===== src/rtl/spi_req_arbiter_pkg.sv =====
// Shared types and constants for the SPI request arbiter.
package spi_req_arbiter_pkg;
  typedef enum logic [2:0] {
    ST_IDLE, ST_ARB, ST_START, ST_WAIT, ST_RESP, ST_GAP
  } arb_state_e;

  localparam logic [1:0] MODE0 = 2'b00;
  localparam logic [1:0] MODE1 = 2'b01;
  localparam logic [1:0] MODE2 = 2'b10;
  localparam logic [1:0] MODE3 = 2'b11;

  function automatic int max2(input int a, input int b);
    return (a > b) ? a : b;
  endfunction
endpackage


===== src/rtl/spi_req_arbiter_rr_arbiter.sv =====
// Combinational round-robin picker: first set request at or after ptr, wrapping.
module rr_arbiter #(
  parameter  int N  = 4,
  localparam int IW = (N > 1) ? $clog2(N) : 1
) (
  input  logic [N-1:0]  i_req,
  input  logic [IW-1:0] i_ptr,
  output logic [N-1:0]  o_gnt,
  output logic [IW-1:0] o_idx
);
  logic [IW-1:0] w_j;

  // Scan from farthest to nearest so the nearest hit is the one that sticks.
  always_comb begin
    o_gnt = '0;
    o_idx = '0;
    w_j   = '0;
    for (int k = N - 1; k >= 0; k--) begin
      w_j = IW'((int'(i_ptr) + k) % N);
      if (i_req[w_j]) begin
        o_gnt      = '0;
        o_gnt[w_j] = 1'b1;
        o_idx      = w_j;
      end
    end
  end
endmodule


===== src/rtl/spi_req_arbiter.sv =====
// Round-robin sharing of one spi_master: grant, start, wait (with watchdog),
// return the rx word to the owner, then hold CS idle for GAP_CYC cycles.
module spi_req_arbiter
  import spi_req_arbiter_pkg::*;
#(
  parameter int WIDTH   = 8,
  parameter int N_REQ   = 4,
  parameter int GAP_CYC = 4,
  parameter int TIMEOUT = 255
) (
  input  logic                     i_clk,
  input  logic                     i_rst,
  input  logic [N_REQ-1:0]         i_req_vld,
  input  logic [N_REQ*WIDTH-1:0]   i_req_data,
  input  logic [N_REQ*2-1:0]       i_req_mode,
  output logic [N_REQ-1:0]         o_req_rdy,
  output logic [N_REQ-1:0]         o_rsp_vld,
  output logic [WIDTH-1:0]         o_rsp_data,
  output logic                     o_rsp_err,
  output logic                     o_busy,
  output logic                     o_spi_start,
  output logic [WIDTH-1:0]         o_spi_din,
  output logic [1:0]               o_spi_mode,
  input  logic                     i_spi_rdy,
  input  logic [WIDTH-1:0]         i_spi_dout
);
  localparam int IW       = $clog2(N_REQ);
  localparam int CW       = $clog2(max2(TIMEOUT, GAP_CYC) + 1);
  localparam int GAP_LAST = (GAP_CYC > 0) ? GAP_CYC - 1 : 0;

  arb_state_e       r_state;
  logic [IW-1:0]    r_ptr;
  logic [N_REQ-1:0] r_gnt;
  logic [CW-1:0]    r_cnt;
  logic [WIDTH-1:0] r_din;
  logic [1:0]       r_mode;
  logic             r_spi_start;
  logic [N_REQ-1:0] r_rsp_vld;
  logic [WIDTH-1:0] r_rsp_data;
  logic             r_rsp_err;
  logic [N_REQ-1:0] w_gnt;
  logic [IW-1:0]    w_gidx;

  rr_arbiter #(.N(N_REQ)) u_rr (
    .i_req (i_req_vld),
    .i_ptr (r_ptr),
    .o_gnt (w_gnt),
    .o_idx (w_gidx)
  );

  // Accept is shown in the ARB cycle itself; the handshake completes on its closing edge.
  assign o_req_rdy   = (r_state == ST_ARB) ? w_gnt : '0;
  assign o_busy      = (r_state != ST_IDLE);
  assign o_spi_start = r_spi_start;
  assign o_spi_din   = r_din;
  assign o_spi_mode  = r_mode;
  assign o_rsp_vld   = r_rsp_vld;
  assign o_rsp_data  = r_rsp_data;
  assign o_rsp_err   = r_rsp_err;

  always_ff @(posedge i_clk) begin
    if (i_rst) begin
      r_state     <= ST_IDLE;
      r_ptr       <= '0;
      r_gnt       <= '0;
      r_cnt       <= '0;
      r_din       <= '0;
      r_mode      <= '0;
      r_spi_start <= 1'b0;
      r_rsp_vld   <= '0;
      r_rsp_data  <= '0;
      r_rsp_err   <= 1'b0;
    end else begin
      r_spi_start <= 1'b0;
      r_rsp_vld   <= '0;
      case (r_state)
        ST_IDLE: if (|i_req_vld) r_state <= ST_ARB;
        ST_ARB: begin
          if (|i_req_vld) begin
            r_gnt       <= w_gnt;
            r_din       <= i_req_data[w_gidx*WIDTH +: WIDTH];
            r_mode      <= i_req_mode[w_gidx*2 +: 2];
            r_ptr       <= (w_gidx == IW'(N_REQ - 1)) ? '0 : w_gidx + 1'b1;
            r_spi_start <= 1'b1;
            r_state     <= ST_START;
          end else begin
            r_state <= ST_IDLE;
          end
        end
        ST_START: begin
          r_cnt   <= '0;
          r_state <= ST_WAIT;
        end
        ST_WAIT: begin
          // A completion landing on the expiry cycle still counts as success.
          if (i_spi_rdy) begin
            r_rsp_data <= i_spi_dout;
            r_rsp_err  <= 1'b0;
            r_rsp_vld  <= r_gnt;
            r_state    <= ST_RESP;
          end else if (r_cnt == CW'(TIMEOUT)) begin
            r_rsp_data <= '0;
            r_rsp_err  <= 1'b1;
            r_rsp_vld  <= r_gnt;
            r_state    <= ST_RESP;
          end else begin
            r_cnt <= r_cnt + 1'b1;
          end
        end
        ST_RESP: begin
          r_cnt   <= '0;
          r_state <= (GAP_CYC == 0) ? ST_IDLE : ST_GAP;
        end
        ST_GAP: begin
          if (r_cnt == CW'(GAP_LAST)) r_state <= ST_IDLE;
          else                        r_cnt   <= r_cnt + 1'b1;
        end
        default: r_state <= ST_IDLE;
      endcase
    end
  end
endmodule

===== config.mk =====
export PLATFORM = sky130hd
export DESIGN_NAME = spi_req_arbiter
export DESIGN_NICKNAME = d
export VERILOG_FILES = /design/src/rtl/spi_req_arbiter_pkg.sv /design/src/rtl/spi_req_arbiter_rr_arbiter.sv /design/src/rtl/spi_req_arbiter.sv
export SDC_FILE = /design/constraint.sdc
export NUM_CORES = 1
export LEC_CHECK = 0
export BUFFER_PORTS_ARGS = -buffer_cell sky130_fd_sc_hd__buf_2
export CAP_MARGIN = 10
export CORE_MARGIN = 2
export CORE_UTILIZATION = 45
export CTS_CLUSTER_SIZE = 28
export DETAILED_ROUTE_END_ITERATION = 12
export PLACE_DENSITY = 0.83
export REMOVE_ABC_BUFFERS = 1
export SYNTH_ARGS = -nofsm -noshare
export SYNTH_HDL_FRONTEND = slang
export SYNTH_SLANG_ARGS = --single-unit

===== constraint.sdc =====
create_clock -name i_clk -period 2.5 [get_ports i_clk]
set_input_delay 0.375 -clock i_clk [delete_from_list [all_inputs] [get_ports i_clk]]
set_output_delay 0.375 -clock i_clk [all_outputs]
set_load 0.02 [all_outputs]

==> summary.txt, run 1 <==
Clock tree
  – Clk slew on worst S/H paths: 0.08 ns
  – Clock Tree Buf Depth: 2
  – Root Driver: clkbuf_8
  – Num CTS Buffers: 5
  – Htree depth: 2
  – CTS tree: done
  – Clock Latency Late Sink: between 0.2 and 0.3 ns
  – # clock sinks: between 40 and 50

Setup path
  – Critical Path Sink: o_req_rdy[1]
  – Worst R2R Path Depth: 9
  – RR Endpoint: o_spi_din[7]$_SDFFE_PP0P_
  – CP Max Fanout: 6
  – R2R Path Start: r_ptr[0]$_SDFFE_PP0P_
  – Critical Path AT: 2.28 ns
  – CP Launch Type: flip-flop
  – Crit end category: output port
  – Worst EP required: about 2.1 ns
  – CP Class: flip-flop to output port
  – Launch point of the critical path: r_ptr[0]$_SDFFE_PP0P_
  – Setup slack, reg-to-reg: 0.04 ns

Timing
  – Crit share post-route: 1.06
  – Relative slew slack: 0.545
  – RSZ-0062 raised after global routing: yes
  – Setup TNS: -0.500 ns
  – Skew final: ~0.009 ns
  – Final WS setup: -0.155 ns
  – Final Max Tran Viols: 0
  – Hold Fails Final Rpt: 0
  – Worst slew pin tran: ~0.68 ns
  – Min Tclk post-route: between 2 and 3 ns
  – Max frequency: roughly 380 MHz
  – Setup Viol. Count Final: 4

Synthesis
  – Synthesis-stage register bit count: 41
  – Synth warn: 0
  – Post-synth top flop: dfxtp_1
  – Netlist cell types: 50
  – Mapped Avg Cell Area: about 9.0 µm²
  – Seq/Total Area, Yosys: 0.343
  – Asr flop ratio synth: 0
  – Mapped Area: 0.00239 mm²
  – Synth Instances: about 270
  – Post-synth EDFFs: 0

Global route
  – First-pass GRT wire length: between 10 and 15 mm
  – Grt met3 use: 0.0682
  – Vias in the first global route: 2242
  – Met1 Use GR: 0.245
  – Pin count of the biggest net entering global routing: 30
  – Initial antenna violation count: 0
  – GR Util All Layers: 0.208
  – Total grt overflow: 0
  – Global routing's busiest layer: met2
  – Met2 Usage GRT: 0.355

Floorplanning
  – IO Pins: between 80 and 90
  – Die height: roughly 77 µm
  – Initial Utilization: 0.468
  – Site Rows: 26
  – Core area: 0.00511 mm²
  – DIE WIDTH: just under 80 µm
  – Die area: between 0.005 and 0.006 mm²

Detailed routing
  – Via count: 2482
  – DRT Pass-1 Iters: 4
  – DR iter-0 viols: 137
  – WL/cell: ~16 µm
  – Drt drc: 0
  – Final WL: between 6 and 7 mm
  – Via density: approximately 5.7
  – Post-route ant nets: 0

Finish
  – Final #Nets: between 400 and 500
  – Share of cells above drive strength 1: 0.399
  – Ant. Diodes: 0
  – Area Growth Syn to Fin: 35.9%
  – Final Util: 0.636

Job
  – Max cap viols: 0

Power and ir drop
  – Leak: about 1.4 nW
  – Peak supply drop: between 0.0003 and 0.0004 V
  – Pwr Total: between 2 and 2.5 mW
  – PwrDens: approximately 700 mW/mm²

Placed design
  – Buffers added on ports: between 80 and 90
  – Dpl hpwl: roughly 4.6 mm
  – GPL Wtd Cong: 0.906

Run status
  – Status: complete, but fails checks
  – Violated checks: negative setup slack

Min path
  – Worst Hold Class: input pin to flip-flop
placed cells by master (no fill, tap or decap), types with 2 or more instances in the layout:
master | synthesis | routed
a311oi_1 | 5 | 5
nand3b_1 | 6 | 6
dfxtp_1 | 41 | 40
ha_1 | 6 | 5
a22oi_1 | 9 | 8
clkbuf_8 | 0 | 6
a21boi_0 | 4 | 4
o21ai_0 | 5 | 5
nor2b_4 | 1 | 2
o21bai_1 | 5 | 5
nand4_1 | 3 | 3
or3_1 | 2 | 2
nor3_1 | 5 | 4
buf_2 | 2 | 79
nand2_1 | 19 | 18
inv_1 | 5 | 5
a221o_1 | 4 | 4
buf_4 | 0 | 27
mux2i_1 | 6 | 6
mux4_2 | 4 | 4
a221oi_2 | 0 | 4
a221oi_1 | 16 | 11
o31ai_1 | 8 | 8
or2_2 | 2 | 2
and2_1 | 6 | 5
and3_1 | 5 | 5
a21oi_1 | 8 | 7
nor2_1 | 26 | 26
a2111oi_2 | 0 | 2
nor2b_1 | 20 | 20
xor2_1 | 6 | 6
a211oi_1 | 2 | 2
critical path, cell delays in order (launching register included):
cell	delay, ns
dfxtp_2	0.37
buf_12	0.12
mux4_2	0.58
buf_4	0.18
a221oi_2	0.22
nor3_1	0.07
a21oi_1	0.20
nor2_1	0.08
buf_4	0.16
through the flow:
stage	hold slack, ns	cell area (µm²)	cells	setup slack [ns]
3_5_place_dp	0.436	2870	412	0.0335
6_report	0.331	3250	436	-0.155
3_3_place_gp	0.431	2870	412	0.0969
2_1_floorplan	0.417	2290	250	-0.252
4_1_cts	0.325	3110	428	-0.0433
5_1_grt	0.327	3250	436	-0.288
report_power, final:
group | internal [mW] | total (mW) | switching (mW) | leakage [nW]
logic | 0.441 | 0.979 | 0.537 | 1.03
registers | 0.705 | 0.740 | 0.0352 | 0.334
clock network | 0.326 | 0.553 | 0.227 | 0.0585
cells by family (layout without fill, tap and decap cells):
group	after synthesis	in the layout	synth area share
adder cells (fa/ha/maj)	6	6	0.0314
flip-flops	41	41	0.343
multiplexers	12	12	0.0722
AND/OR/NAND/NOR	99	99	0.218
XOR/XNOR	7	7	0.0256
buffers and inverters	22	122	0.0513
AO/OA/AOI/OAI	79	79	0.258
state kept, by name, indices dropped and copies added, names as in the netlist:
register,count
o_rsp_data,8
o_spi_din,8
r_cnt,8
o_rsp_vld,4
r_gnt,4
r_state,3
o_spi_mode,2
r_ptr,2
o_rsp_err,1
o_spi_start,1
area by class of cell:
| type | count | area, µm² |
|---|---|---|
| Timing Repair Buffer | 108 | 629 |
| Inverter | 6 | 22.5 |
| Clock buffer | 7 | 86.3 |
| Sequential cell | 41 | 822 |
| Multi-Input combinational cell | 203 | 1570 |
| Clock inverter | 1 | 30.0 |
| Tap cell | 70 | 87.6 |
| Fill cell | 410 | 1860 |
worst min path at each step:
stage                                from  cells past startpoint  slack (ns)                          to
finish                      i_spi_dout[7]                      3        0.33  o_rsp_data[7]$_SDFFE_PP0P_
detailed placement  r_gnt[3]$_SDFFE_PP0P_                      2        0.44       r_gnt[3]$_SDFFE_PP0P_
global placement    r_gnt[1]$_SDFFE_PP0P_                      2        0.43       r_gnt[1]$_SDFFE_PP0P_
CTS                         i_spi_dout[6]                      3        0.33  o_rsp_data[6]$_SDFFE_PP0P_
floorplan           r_gnt[0]$_SDFFE_PP0P_                      2        0.42       r_gnt[0]$_SDFFE_PP0P_
global route                i_spi_dout[6]                      3        0.33  o_rsp_data[6]$_SDFFE_PP0P_
cell usage after synthesis, types with 3 or more instances:
master     number  area share
a2111oi_0       4       0.015
a21boi_0        4       0.013
a21oi_1         8       0.017
a221o_1         4       0.017
a221oi_1       16       0.059
a22oi_1         9       0.028
a311oi_1        5       0.018
and2_1          6       0.016
and3_1          5       0.013
buf_6           3       0.014
clkbuf_1        9       0.014
dfxtp_1        41        0.34
ha_1            6       0.031
inv_1           5      0.0079
mux2i_1         6       0.025
mux4_2          4       0.038
nand2_1        19       0.030
nand3b_1        6       0.019
nand4_1         3      0.0079
nor2_1         26       0.041
nor2b_1        20       0.052
nor3_1          5       0.010
o21ai_0         5       0.010
o21bai_1        5       0.016
o31ai_1         8       0.025
xor2_1          6       0.022
repair_timing:
item                                    CTS  global route
buffers inserted                          8             8
pin swaps                                 2             6
cloned                                    0             0
gates resized for setup                  14            16
endpoints found under the setup margin    5            15
hold buffers                              0             0
metal layers:
metal | vias up | part of all wire
met4 | 0 | 0.018
met2 | 81 | 0.50
met3 | 13 | 0.068
li1 | 1195 | -
met5 | - | 0
met1 | 1193 | 0.41
(Power assumes the default switching activity.)
==> run 2, diff against run 1 <==
--- a/config.mk
+++ b/config.mk
@@ -15,4 +15,5 @@
 export REMOVE_ABC_BUFFERS = 1
 export SYNTH_ARGS = -nofsm -noshare
 export SYNTH_HDL_FRONTEND = slang
+export SYNTH_HIERARCHICAL = 1
 export SYNTH_SLANG_ARGS = --single-unit
==> summary.txt, run 2 <==
Floorplanning
  – DIE WIDTH: 77.2 µm (+0.44%)
  – Core area: 0.00514 mm² (+0.64%)
  – Initial Utilization: 0.470 (+0.00142)
  – Die area: 0.00597 mm² (+0.89%)
  – IO Pins: 84 (unchanged)
  – Site Rows: 26 (unchanged)
  – Die height: 77.2 µm (+0.44%)

Setup path
  – CP Class: flip-flop to output port
  – Crit end category: output port
  – Worst EP required: 2.12 ns (about the same)
  – CP Launch Type: flip-flop
  – Critical Path AT: 2.32 ns (+0.04 ns)
  – CP Max Fanout: 5 (-1)

Detailed routing
  – Via density: 5.68 (-0.28%)
  – Drt drc: 0 (unchanged)
  – Final WL: 6.93 mm (+1.6%)
  – Post-route ant nets: 0 (unchanged)
  – WL/cell: 15.2 µm (-2.6%)
  – DR iter-0 viols: 165 (+20%)
  – Via count: 2583 (+4.1%)
  – DRT Pass-1 Iters: 4 (unchanged)

Clock tree
  – Clk slew on worst S/H paths: 0.08 ns (about the same)
  – Num CTS Buffers: 5 (unchanged)
  – Htree depth: 2 (unchanged)
  – CTS tree: done
  – Clock Latency Late Sink: 0.29 ns (about the same)
  – Root Driver: clkbuf_8
  – # clock sinks: 41 (unchanged)
  – Hold Buf Count CTS: 0 (unchanged)
  – Clock Tree Buf Depth: 2 (unchanged)

Min path
  – Worst Hold Class: input pin to flip-flop

Finish
  – Post-Layout Inst Area: 0.00338 mm² (+3.9%)
  – Most common cell after layout, fill and taps aside: buf_2
  – Ant. Diodes: 0 (unchanged)
  – Final #Nets: 450 (+5.6%)
  – Most frequent cells in the layout: buf_2, dfxtp_1, nand2_1
  – Share of cells above drive strength 1: 0.436 (+0.0375)
  – Final non-filler cell total: 455 (+4.4%)
  – Final Util: 0.657 (+0.0208)
  – Area Growth Syn to Fin: 40.0%

Placed design
  – Post-DP Area: 0.00302 mm² (+5.1%)
  – Setup WS pre-CTS: -0.0146 ns (-0.0481 ns)
  – DP Cell Count: 433 (+5.1%)
  – Buffers added on ports: 83 (unchanged)
  – GPL Wtd Cong: 0.866 (-4.3%)
  – Dpl hpwl: 4.55 mm (-0.41%)

Synthesis
  – Count leader, synth: dfxtp_1
  – Seq/Total Area, Yosys: 0.340 (-0.00320)
  – Synth warn: 6 (+6)
  – Netlist cell types: 52 (+4.0%)
  – Area share of the leading cell type in the synthesized netlist: 0.340 (-0.00320)
  – Synth Instances: 273 (+2.6%)
  – Post-synth top cells: dfxtp_1, nand2_1, a21oi_1, nor2_1
  – Post-synth EDFFs: 0 (unchanged)
  – Mapped Area: 0.00241 mm² (+0.94%)
  – Area contributors post-synth: dfxtp_1, mux4_2, a21oi_1
  – Synthesis-stage register bit count: 41 (unchanged)
  – Post-synth top flop: dfxtp_1
  – Mapped Avg Cell Area: 8.84 µm² (-1.6%)
  – Yosys top cell by area: dfxtp_1
  – Asr flop ratio synth: 0 (unchanged)

Global route
  – Vias in the first global route: 2468 (+10%)
  – Pin count of the biggest net entering global routing: 43 (+43%)
  – Initial antenna violation count: 0 (unchanged)
  – GR Util All Layers: 0.228 (+0.0200)
  – Total grt overflow: 0 (unchanged)
  – First-pass GRT wire length: 11.1 mm (+10%)

Power and ir drop
  – PwrDens: 710 mW/mm² (+1.6%)
  – Pwr Total: 2.40 mW (+5.6%)
  – Peak supply drop: 0.000423 V (+30%)
  – Leak: 1.45 nW (+2.0%)

Run status
  – Violated checks: negative setup slack
  – Status: complete, but fails checks

Timing
  – Final WS setup: -0.200 ns (-0.0453 ns)
  – Setup Viol. Count Final: 7 (+3)
  – Final Max Tran Viols: 0 (unchanged)
  – Relative slew slack: 0.325 (-0.220)
  – Crit share post-route: 1.08 (+0.0181)
  – Worst slew pin tran: 1.01 ns (+0.334 ns)
  – RSZ-0062 raised after global routing: yes
  – Fin Hold WS: 0.334 ns (+0.00362 ns)
  – Hold Fails Final Rpt: 0 (unchanged)
  – Setup TNS: -0.764 ns (-0.265 ns)
  – Min Tclk post-route: 2.70 ns (+0.0453 ns)
  – Skew final: 0.0117 ns (+0.00271 ns)
  – Max frequency: 370 MHz (-1.7%)

Job
  – Max cap viols: 0 (unchanged)
[run 2: final timing paths]
check                           slack [ns]  cells past startpoint                         end                   from
worst max-delay path                 -0.20                      7                o_req_rdy[2]  r_ptr[0]$_SDFFE_PP0P_
worst max register to register       -0.10                     13       r_gnt[0]$_SDFFE_PP0P_  r_ptr[0]$_SDFFE_PP0P_
worst min-delay path                  0.33                      3  o_rsp_data[2]$_SDFFE_PP0P_          i_spi_dout[2]
worst min register to register        0.45                      2       r_gnt[2]$_SDFFE_PP0P_  r_gnt[2]$_SDFFE_PP0P_
[run 2: cells by family after synthesis]
group / share of synthesized area
simple gates: 0.234
compound gates: 0.180
flops: 0.340
buf+inv: 0.0498
mux: 0.144
fa+ha+maj: 0.0518
[run 2: power by group]
group          total, mW  switching, mW  internal (mW)
logic               1.14          0.546          0.591
registers          0.738         0.0330          0.705
clock network      0.523          0.233          0.291
total               2.40          0.812           1.59
[run 2: layout make-up]
class / instances / area [µm²]
Fill cell: 410 / 1760
Multi-Input combinational cell: 206 / 1570
Sequential cell: 41 / 823
Timing Repair Buffer: 120 / 753
Tap cell: 70 / 87.6
Clock buffer: 5 / 68.8
Inverter: 11 / 41.3
Clock inverter: 2 / 35.0
[run 2: repair_timing]
action	CTS	global route
setup buffers	14	0
resized for setup	19	9
setup endpoints to repair	4	15
pin swaps	8	3
gates cloned	0	1
[run 2: worst max-delay path, stage by stage (launching register included)]
cell and delay, ns:
dfxtp_2 0.35, buf_6 0.12, mux4_2 0.53, or4_4 0.44, a21o_1 0.17, o211ai_1 0.12
and2_1 0.19, buf_6 0.12
[run 2: layer usage]
metal / vias up / routed length, µm / global-route usage / share of wire
met5: - / 0 / 0 / 0
met4: 0 / 116 / 0.0804 / 0.017
met3: 14 / 513 / 0.0529 / 0.074
met2: 146 / 3520 / 0.410 / 0.51
met1: 1203 / 2780 / 0.264 / 0.40
li1: 1220 / - / - / -
==> run 3, diff against run 2 <==
--- a/config.mk
+++ b/config.mk
@@ -11,6 +11,7 @@
 export CORE_UTILIZATION = 45
 export CTS_CLUSTER_SIZE = 28
 export DETAILED_ROUTE_END_ITERATION = 12
+export MAX_ROUTING_LAYER = met4
 export PLACE_DENSITY = 0.83
 export REMOVE_ABC_BUFFERS = 1
 export SYNTH_ARGS = -nofsm -noshare
==> summary.txt, run 3 (synthesis results as in run 2) <==
Floorplanning
  – Core area: 0.00514 mm² (unchanged)
  – Initial Utilization: 0.470 (unchanged)
  – IO Pins: 84 (unchanged)
  – Site Rows: 26 (unchanged)
  – Die area: 0.00597 mm² (unchanged)
  – DIE WIDTH: 77.2 µm (unchanged)
  – Die height: 77.2 µm (unchanged)

Power and ir drop
  – PwrDens: 709 mW/mm² (-0.19%)
  – Leak: 1.45 nW (+0.13%)
  – Pwr Total: 2.40 mW (about the same)
  – Peak supply drop: 0.000426 V (+0.77%)

Clock tree
  – Num CTS Buffers: 5 (unchanged)
  – Clk slew on worst S/H paths: 0.08 ns (about the same)
  – Root Driver: clkbuf_8
  – Hold Buf Count CTS: 0 (unchanged)
  – Clock Latency Late Sink: 0.29 ns (about the same)
  – # clock sinks: 41 (unchanged)
  – Clock Tree Buf Depth: 2 (unchanged)
  – CTS tree: done
  – Htree depth: 2 (unchanged)

Setup path
  – Critical path's most frequent cell: buf_6
  – CP max stage cell: mux4_2
  – CP Launch Type: flip-flop
  – Buf/Inv on CP: 2 (unchanged)
  – Worst R2R Path Depth: 13 (unchanged)
  – CP Class: flip-flop to output port
  – Max incr delay on CP: 0.53 ns (about the same)
  – Crit path max-delay family: simple AND/OR/NAND/NOR gates
  – CP Max Fanout: 5 (unchanged)
  – Crit end category: output port
  – Cells along the critical path: buf_6 > mux4_2 > or4_4 > a21o_1 > o211ai_1 > and2_1 > buf_6
  – Setup slack, reg-to-reg: -0.15 ns (-0.05 ns)
  – Critical Path AT: 2.30 ns (-0.02 ns)
  – R2R Path Start: r_ptr[0]$_SDFFE_PP0P_
  – Worst EP required: 2.12 ns (about the same)
  – RR Endpoint: r_gnt[0]$_SDFFE_PP0P_

Global route
  – Vias in the first global route: 2472 (+0.16%)
  – First-pass GRT wire length: 11.1 mm (-0.13%)
  – Pin count of the biggest net entering global routing: 43 (unchanged)
  – GR Util All Layers: 0.235 (+0.00642)
  – Initial antenna violation count: 0 (unchanged)
  – Total grt overflow: 0 (unchanged)

Min path
  – Hold Path Stages: 3 (unchanged)
  – Hold path startpoint: i_spi_dout[2]
  – Hold Crit Endpoint: o_rsp_data[2]$_SDFFE_PP0P_
  – Worst Hold Class: input pin to flip-flop

Timing
  – Crit share post-route: 1.07 (-0.0118)
  – Fin Hold WS: 0.336 ns (+0.00135 ns)
  – Final WS setup: -0.170 ns (+0.0295 ns)
  – Setup Viol. Count Final: 9 (+2)
  – Hold Fails Final Rpt: 0 (unchanged)
  – RSZ-0062 raised after global routing: yes
  – Max frequency: 374 MHz (+1.1%)
  – Final Max Tran Viols: 0 (unchanged)
  – Relative slew slack: 0.325 (+0.000419)
  – Min Tclk post-route: 2.67 ns (-0.0295 ns)
  – Worst slew pin tran: 1.01 ns (-0.000627 ns)
  – Skew final: 0.00951 ns (-0.00216 ns)

Detailed routing
  – DR iter-0 viols: 166 (+0.61%)
  – Drt drc: 0 (unchanged)
  – Post-route ant nets: 0 (unchanged)
  – WL/cell: 15.1 µm (-0.98%)
  – Via density: 5.60 (-1.3%)
  – Via count: 2550 (-1.3%)
  – DRT Pass-1 Iters: 4 (unchanged)
  – Final WL: 6.87 mm (-0.98%)

Finish
  – Ant. Diodes: 0 (unchanged)
  – Final #Nets: 450 (unchanged)
  – Most frequent cells in the layout: buf_2, dfxtp_1, nand2_1
  – Share of cells above drive strength 1: 0.439 (+0.00260)
  – Fillers: 411 (+0.24%)
  – Area Growth Syn to Fin: 40.2%
  – Most common cell after layout, fill and taps aside: buf_2

Placed design
  – GPL Wtd Cong: 0.880 (+1.6%)
  – Buffers added on ports: 83 (unchanged)
  – Dpl hpwl: 4.55 mm (unchanged)

Job
  – Max cap viols: 0 (unchanged)

Run status
  – Violated checks: negative setup slack
  – Status: complete, but fails checks
-- run 3: changes by cell type in the layout (fill, tap and decap cells not counted) --
cell     delta
nor3b_1     -1
nor3b_2     +1
-- run 3: layout make-up --
class / instances / area (µm²) / area share
tap: 70 / 87.6 / 0.0259
sequential: 41 / 823 / 0.243
timing repair buffer: 120 / 753 / 0.223
clock buffer: 5 / 68.8 / 0.0203
inverter: 11 / 41.3 / 0.0122
clock inverter: 2 / 35.0 / 0.0104
multi-input combinational: 206 / 1570 / 0.465
-- run 3: worst max path at each step --
| stage | slack (ns) | endpoint | start | depth (start not counted) |
|---|---|---|---|---|
| 5_1_grt | -0.25 | o_req_rdy[2] | r_ptr[0]$_SDFFE_PP0P_ | 8 |
| 3_3_place_gp | 0.05 | o_req_rdy[2] | r_ptr[0]$_SDFFE_PP0P_ | 8 |
| 4_1_cts | -0.15 | o_req_rdy[2] | r_ptr[0]$_SDFFE_PP0P_ | 7 |
| 3_5_place_dp | -0.01 | o_req_rdy[2] | r_ptr[1]$_SDFFE_PP0P_ | 8 |
| 6_report | -0.17 | o_req_rdy[2] | r_ptr[0]$_SDFFE_PP0P_ | 7 |
| 2_1_floorplan | -0.83 | o_spi_din[0]$_SDFFE_PP0P_ | r_ptr[0]$_SDFFE_PP0P_ | 7 |
-- run 3: through the flow --
step                      std cells  setup TNS, ns  area [µm²]   util  worst slack [ns]
final                           455         -0.826        3380  0.658            -0.170
after floorplan                 258         -10.35        2330      -            -0.828
after detailed placement        433        -0.0146        3020  0.588           -0.0146
after CTS                       454         -0.476        3300  0.642            -0.148
after global placement          433              0        3020  0.588            0.0549
after global routing            455          -1.79        3380  0.658            -0.252
-- run 3: what timing repair did --
action                     4_1_cts  5_1_grt
pin swaps                        8        2
setup buffers                   14        0
setup endpoints to repair        4       15
resized for setup               19       10
cloned                           0        1
-- run 3: layer usage --
metal / global-route usage / share of wire / vias to the layer above
li1: - / - / 1222
met1: 0.267 / 0.41 / 1195
met2: 0.409 / 0.51 / 118
met3: 0.0494 / 0.065 / 15
met4: 0.0804 / 0.018 / 0
met5: - / 0 / -
-- run 3: where the power goes --
group	internal, mW	leakage (nW)	total (mW)	switching (mW)
sequential	0.705	0.334	0.738	0.0329
clock	0.291	0.0540	0.523	0.232
combinational	0.593	1.06	1.14	0.544
total	1.59	1.45	2.40	0.809
-- run 3: tightest hold or removal path, delay by kind of cell --
| family | cells | cell delay [ns] |
|---|---|---|
| simple gates | 1 | 0.07 |
| buf+inv | 1 | 0.08 |
| compound gates | 1 | 0.06 |
